<file path="src/rtl/carr_update_sched_pkg.sv">
// PKG_pwm: shared PWM carrier types for the carrier update scheduler.
// Holds count modes, on/off enable, scheduler states and `PWMCOUNT_WIDTH.
`ifndef PWMCOUNT_WIDTH
`define PWMCOUNT_WIDTH 16
`endif

package PKG_pwm;

    typedef enum logic [1:0] {
        NO_COUNT     = 2'd0,
        COUNT_UP     = 2'd1,
        COUNT_DOWN   = 2'd2,
        COUNT_UPDOWN = 2'd3
    } _count_mode;

    typedef enum logic {
        PWM_OFF = 1'b0,
        PWM_ON  = 1'b1
    } _pwm_onoff;

    typedef enum logic [1:0] {
        IDLE  = 2'd0,
        RUN   = 2'd1,
        DRAIN = 2'd2
    } _sched_state;

endpackage

</file>
<file path="src/rtl/carr_update_sched_ch.sv">
// carr_shadow_ch: one carrier channel - shadow, active, pending, event detect.
// Ports: clk/reset, scheduler state + go_run/to_idle strobes, wr_en + cfg_*,
//   carrier feedback; outputs period/init_carr/mode/onoff (registered),
//   pending flag and upd_done pulse.
// CARR_UPD_PEAK_EN adds a carrier==period event alongside the zero point.
module carr_shadow_ch
    import PKG_pwm::*;
#(
    parameter int CW = `PWMCOUNT_WIDTH
) (
    input  logic          clk,
    input  logic          reset,
    input  _sched_state   state,
    input  logic          go_run,
    input  logic          to_idle,
    input  logic          wr_en,
    input  logic [CW-1:0] cfg_period,
    input  logic [CW-1:0] cfg_init,
    input  _count_mode    cfg_mode,
    input  logic [CW-1:0] carrier,
    output logic [CW-1:0] period,
    output logic [CW-1:0] init_carr,
    output _count_mode    mode,
    output _pwm_onoff     onoff,
    output logic          pending,
    output logic          upd_done
);

    logic [CW-1:0] sh_period;
    logic [CW-1:0] sh_init;
    _count_mode    sh_mode;
    logic          evt;

    // A stopped channel (period 0 or NO_COUNT) sits permanently at zero.
`ifdef CARR_UPD_PEAK_EN
    assign evt = (carrier == '0) || (carrier == period) ||
                 (period == '0) || (mode == NO_COUNT);
`else
    assign evt = (carrier == '0) ||
                 (period == '0) || (mode == NO_COUNT);
`endif

    always_ff @(posedge clk or posedge reset) begin
        if (reset) begin
            period    <= '0;
            init_carr <= '0;
            mode      <= NO_COUNT;
            onoff     <= PWM_OFF;
            pending   <= 1'b0;
            upd_done  <= 1'b0;
            sh_period <= '0;
            sh_init   <= '0;
            sh_mode   <= NO_COUNT;
        end else begin
            upd_done <= 1'b0;
            case (state)
                IDLE: begin
                    pending <= 1'b0;
                    if (wr_en) begin
                        period    <= cfg_period;
                        init_carr <= cfg_init;
                        mode      <= cfg_mode;
                        upd_done  <= 1'b1;
                    end
                    if (go_run) onoff <= PWM_ON;
                end
                RUN: begin
                    // wr_en needs !pending, so a write never
                    // collides with a transfer in one cycle.
                    if (pending && evt) begin
                        period    <= sh_period;
                        init_carr <= sh_init;
                        mode      <= sh_mode;
                        pending   <= 1'b0;
                        upd_done  <= 1'b1;
                    end else if (wr_en) begin
                        sh_period <= cfg_period;
                        sh_init   <= cfg_init;
                        sh_mode   <= cfg_mode;
                        pending   <= 1'b1;
                    end
                end
                DRAIN: begin
                    if (evt) onoff <= PWM_OFF;
                    if (to_idle) pending <= 1'b0;
                end
                default: begin
                    onoff   <= PWM_OFF;
                    pending <= 1'b0;
                end
            endcase
        end
    end

endmodule

</file>
<file path="src/rtl/carr_update_sched.sv">
// carr_update_sched: IDLE/RUN/DRAIN scheduler for glitch-free carrier updates.
// Ports: cfg_valid/cfg_ready/cfg_ch/cfg_period/cfg_init/cfg_mode write port,
//   start/stop, carrier_i feedback; period_o, init_carr_o, count_mode_o,
//   pwm_onoff_o, upd_done, busy. Optional macro: CARR_UPD_PEAK_EN.
module carr_update_sched
    import PKG_pwm::*;
#(
    parameter int N_CARR = 8,
    parameter int CW     = `PWMCOUNT_WIDTH
) (
    input  logic                      clk,
    input  logic                      reset,
    input  logic                      cfg_valid,
    output logic                      cfg_ready,
    input  logic [$clog2(N_CARR)-1:0] cfg_ch,
    input  logic [CW-1:0]             cfg_period,
    input  logic [CW-1:0]             cfg_init,
    input  _count_mode                cfg_mode,
    input  logic                      start,
    input  logic                      stop,
    input  logic [N_CARR*CW-1:0]      carrier_i,
    output logic [N_CARR*CW-1:0]      period_o,
    output logic [N_CARR*CW-1:0]      init_carr_o,
    output _count_mode                count_mode_o [N_CARR],
    output _pwm_onoff                 pwm_onoff_o [N_CARR],
    output logic [N_CARR-1:0]         upd_done,
    output logic                      busy
);

    localparam int CHW = $clog2(N_CARR);

    _sched_state       state;
    logic [N_CARR-1:0] pending;
    logic [N_CARR-1:0] wr_en;
    logic [N_CARR-1:0] ch_off;
    logic              go_run;
    logic              to_idle;
    logic              all_off;
    logic              pend_sel;
    logic              ch_hit;

    assign all_off = &ch_off;
    // stop beats a simultaneous start, even from IDLE
    assign go_run  = (state == IDLE) && start && !stop;
    assign to_idle = (state == DRAIN) && all_off;

    always_comb begin
        pend_sel = 1'b0;
        ch_hit   = 1'b0;
        for (int i = 0; i < N_CARR; i++) begin
            if (cfg_ch == CHW'(i)) begin
                ch_hit   = 1'b1;
                pend_sel = pending[i];
            end
        end
    end

    always_comb begin
        cfg_ready = 1'b0;
        case (state)
            IDLE:    cfg_ready = 1'b1;
            RUN:     cfg_ready = ch_hit && !pend_sel;
            default: cfg_ready = 1'b0;
        endcase
    end

    always_ff @(posedge clk or posedge reset) begin
        if (reset) begin
            state <= IDLE;
            busy  <= 1'b0;
        end else begin
            case (state)
                IDLE: begin
                    if (go_run) begin
                        state <= RUN;
                        busy  <= 1'b1;
                    end
                end
                RUN: begin
                    if (stop) state <= DRAIN;
                end
                DRAIN: begin
                    if (all_off) begin
                        state <= IDLE;
                        busy  <= 1'b0;
                    end
                end
                default: begin
                    state <= IDLE;
                    busy  <= 1'b0;
                end
            endcase
        end
    end

    for (genvar g = 0; g < N_CARR; g++) begin : g_ch
        assign wr_en[g]  = cfg_valid && cfg_ready &&
                           (cfg_ch == CHW'(g));
        assign ch_off[g] = (pwm_onoff_o[g] == PWM_OFF);

        carr_shadow_ch #(
            .CW(CW)
        ) u_ch (
            .clk       (clk),
            .reset     (reset),
            .state     (state),
            .go_run    (go_run),
            .to_idle   (to_idle),
            .wr_en     (wr_en[g]),
            .cfg_period(cfg_period),
            .cfg_init  (cfg_init),
            .cfg_mode  (cfg_mode),
            .carrier   (carrier_i[g*CW +: CW]),
            .period    (period_o[g*CW +: CW]),
            .init_carr (init_carr_o[g*CW +: CW]),
            .mode      (count_mode_o[g]),
            .onoff     (pwm_onoff_o[g]),
            .pending   (pending[g]),
            .upd_done  (upd_done[g])
        );
    end

endmodule

</file>
<file path="config.mk">
export PLATFORM = sky130hd
export DESIGN_NAME = carr_update_sched
export DESIGN_NICKNAME = d
export VERILOG_FILES = /design/src/rtl/carr_update_sched_pkg.sv /design/src/rtl/carr_update_sched_ch.sv /design/src/rtl/carr_update_sched.sv
export SDC_FILE = /design/constraint.sdc
export NUM_CORES = 1
export LEC_CHECK = 0
export ABC_AREA = 1
export CAP_MARGIN = 10
export CELL_PAD_IN_SITES_DETAIL_PLACEMENT = 0
export CELL_PAD_IN_SITES_GLOBAL_PLACEMENT = 2
export CORE_MARGIN = 2
export CORE_UTILIZATION = 35
export CTS_BUF_LIST = sky130_fd_sc_hd__clkbuf_2 sky130_fd_sc_hd__clkbuf_4 sky130_fd_sc_hd__clkbuf_8
export CTS_CLUSTER_DIAMETER = 80
export DETAILED_ROUTE_END_ITERATION = 8
export GPL_ROUTABILITY_DRIVEN = 1
export PLACE_DENSITY_LB_ADDON = 0.1
export SYNTH_ARGS = -nofsm -noshare
export SYNTH_HDL_FRONTEND = slang
export SYNTH_SLANG_ARGS = --single-unit
</file>
<file path="constraint.sdc">
create_clock -name clk -period 48.3 [get_ports clk]
set_input_delay 4.83 -clock clk [delete_from_list [all_inputs] [get_ports clk]]
set_output_delay 4.83 -clock clk [all_outputs]
set_load 0.02 [all_outputs]
</file>
==> results_dict.tcl <==
set metrics [dict create \
    status "finished clean" \
    synth.ff_latch_count 571 \
    tightest_slew_ns 1.18 \
    drive_above_1_share_pct 8.53 \
    synth_top_area_share_pct 57.8 \
    nNetsFinal 3367 \
    final_max_slew_viol_count 0 \
    die_area_um2 72800 \
    grt_setup_unrepaired "false" \
    critPathMaxFanout 37 \
    post-route-drc-count 0 \
    worstHoldPathCells 2 \
    post_cts_resized 0 \
    maxSlewHeadroom_pct 20.9 \
    clock_path_buffers 3 \
    avgSynthCellArea_um2 8.73 \
    cts_hold_buffers 0 \
    dp.cells 4034 \
    track_usage_pct 26.8 \
    clock_tree.root_cell "clkbuf_8" \
    start_util_pct 35.3 \
    syn-cell-area_um2 24700 \
    vias 22600 \
    ioPinCount 460 \
    io_buffers 459 \
    end_kind "primary output" \
    fin_setup_tns_ns 0 \
    postCtsSetupBuffers 0 \
    die_w_um 270 \
    placed_cell_area_um2 29900 \
    gp_congestion 0.845 \
    p_total_w 0.00230 \
    worstPathRequired_ns 43.47 \
    hold_violations 0 \
    fin_crit_sh_pct 25.5 \
    cts.sinks 571 \
    grt_pass1_vias 22900 \
    final_common_cell "nand2_1" \
    final_cell_mix "nand2_1 (905), dfrtp_1 (571), clkdlybuf4s50_1 (459)" \
    fp-row-count 97 \
    firstDrtPassIters 5 \
    critPathArrivalTime_ns 7.51 \
    hpwl_mm 63.3 \
    wl_per_cell_um 23.3 \
    antenna_found_initial 5 \
    cts_tree "built" \
    wirelength_mm 98.1 \
    crit_type "in -> out" \
    htreeDepth 3 \
    skew_ns 0.0236 \
    yosysSeqAreaShare_pct 57.8 \
    fmax_mhz 81.0 \
    worstHoldStart "g_ch[1].u_ch.sh_period[5]" \
    synth_nets 3001 \
    grt_max_degree 169 \
    synth.distinct_cells 25 \
    drt-vias-per-instance 5.35 \
    hold_class "reg -> reg" \
    finalNonFillerCells 4216 \
    grt_pass1_wl_mm 149 \
    yosys.area.top_type "dfrtp_1" \
    cts.clk_slew.worst_paths_ns 0.06 \
    critPathLaunchType "input port" \
    r2r_slack_ns 43.68 \
    drtAntennaViolNets 0 \
    synth_cells 2831 \
    core_um2 70000 \
    ys_top_cells_by_area "dfrtp_1 (58%), nand2_1 (14%), nand4_1 (7.4%)" \
    p_leak_nw 14.3 \
    ys_warn_count 0 \
    min_to "g_ch[1].u_ch.sh_period[5]" \
    grt_overflow 0 \
    r2r_start "g_ch[2].u_ch.pending" \
    power_density_nw_per_um2 71.8 \
    reg2reg_depth 10 \
    area_growth_pct 29.3 \
    die_h_um 270 \
    clock_latency_ns 0.70 \
    fin_area_um2 32000 \
    min_period_ns 12.34 \
    maxCapViolations 0 \
    worstReg2RegEnd "g_ch[4].u_ch.sh_init[6]" \
    numCtsBuffers 101 \
    ir_drop_mv 0.0338 \
    drt_iter0_markers 1984 \
    setup_violations 0 \
]
sequential cells by signal, summed over array words and instances (netlist names):
name,count
g_ch.u_ch.init_carr,128
g_ch.u_ch.period,128
g_ch.u_ch.sh_init,128
g_ch.u_ch.sh_period,128
g_ch.u_ch.mode,16
g_ch.u_ch.sh_mode,16
g_ch.u_ch.onoff,8
g_ch.u_ch.pending,8
g_ch.u_ch.upd_done,8
state,2
busy,1
worst max-delay path by stage:
| stage | startpoint | endpoint | slack [ns] | depth (start not counted) |
|---|---|---|---|---|
| after floorplan | reset | busy | 27.50 | 1 |
| after global placement | cfg_ch[1] | cfg_ready | 36.00 | 8 |
| after detailed placement | cfg_ch[1] | cfg_ready | 35.95 | 8 |
| after CTS | cfg_ch[1] | cfg_ready | 35.92 | 8 |
| after global routing | cfg_ch[0] | cfg_ready | 35.84 | 8 |
| final | cfg_ch[1] | cfg_ready | 35.96 | 8 |
metal layers:
| metal | up-vias | routed length [um] | global-route usage, % |
|---|---|---|---|
| li1 | 10400 | - | - |
| met1 | 11200 | 41300 | 35.0 |
| met2 | 828 | 47500 | 44.6 |
| met3 | 151 | 6270 | 5.00 |
| met4 | 6 | 2960 | 9.39 |
| met5 | - | 40 | 0 |
kinds of logic (layout without fill, tap and decap cells):
family                 after synthesis  in the layout  synth area share [%]
and+or+nand+nor                   1678           1678                  29.2
DFF                                571            571                  57.8
AOI/OAI and AO/OA                  319            319                  8.04
buffers and inverters              263            703                  4.93
other                                0              5                     0
worst max-delay path, stage by stage:
cell	delay, ns
clkdlybuf4s50_1	0.78
inv_4	0.14
nor3_4	0.20
buf_4	0.43
a21oi_1	0.15
nand4_2	0.18
nand2_4	0.15
clkdlybuf4s50_1	0.65
synthesized netlist by cell type (all sizes together):
cell type and instances:
a21oi 11, a31oi 272, or2 8, nand4 301, inv 14, dfrtp 571, a21boi 8, or4 2
nor2 429, buf 143, nand3 17, nand2 914, o21ai 28, nor3 7, clkbuf 106
power by group:
| part | leakage (nW) | internal, W | switching (W) |
|---|---|---|---|
| clock | 1.13 | 0.000262 | 0.000209 |
| combinational | 6.17 | 0.000370 | 0.000557 |
| sequential | 7.05 | 0.000709 | 0.000188 |
through the flow:
step	hold WS [ns]	worst slack [ns]	util [%]
2_1_floorplan	0.450	27.50	-
3_3_place_gp	0.463	36.00	42.6
3_5_place_dp	0.466	35.95	42.6
4_1_cts	0.482	35.92	45.6
5_1_grt	0.490	35.84	45.7
6_report	0.479	35.96	45.7
area by class of cell:
| type | count | area (um2) |
|---|---|---|
| Fill cell | 6937 | 38100 |
| Sequential cell | 571 | 14300 |
| Multi-Input combinational cell | 1997 | 9320 |
| Timing Repair Buffer | 512 | 5000 |
| Clock buffer | 163 | 2010 |
| Tap cell | 940 | 1180 |
| Clock inverter | 14 | 96.3 |
| Inverter | 14 | 67.6 |
| Antenna cell | 5 | 12.5 |
(Power assumes the default switching activity.)
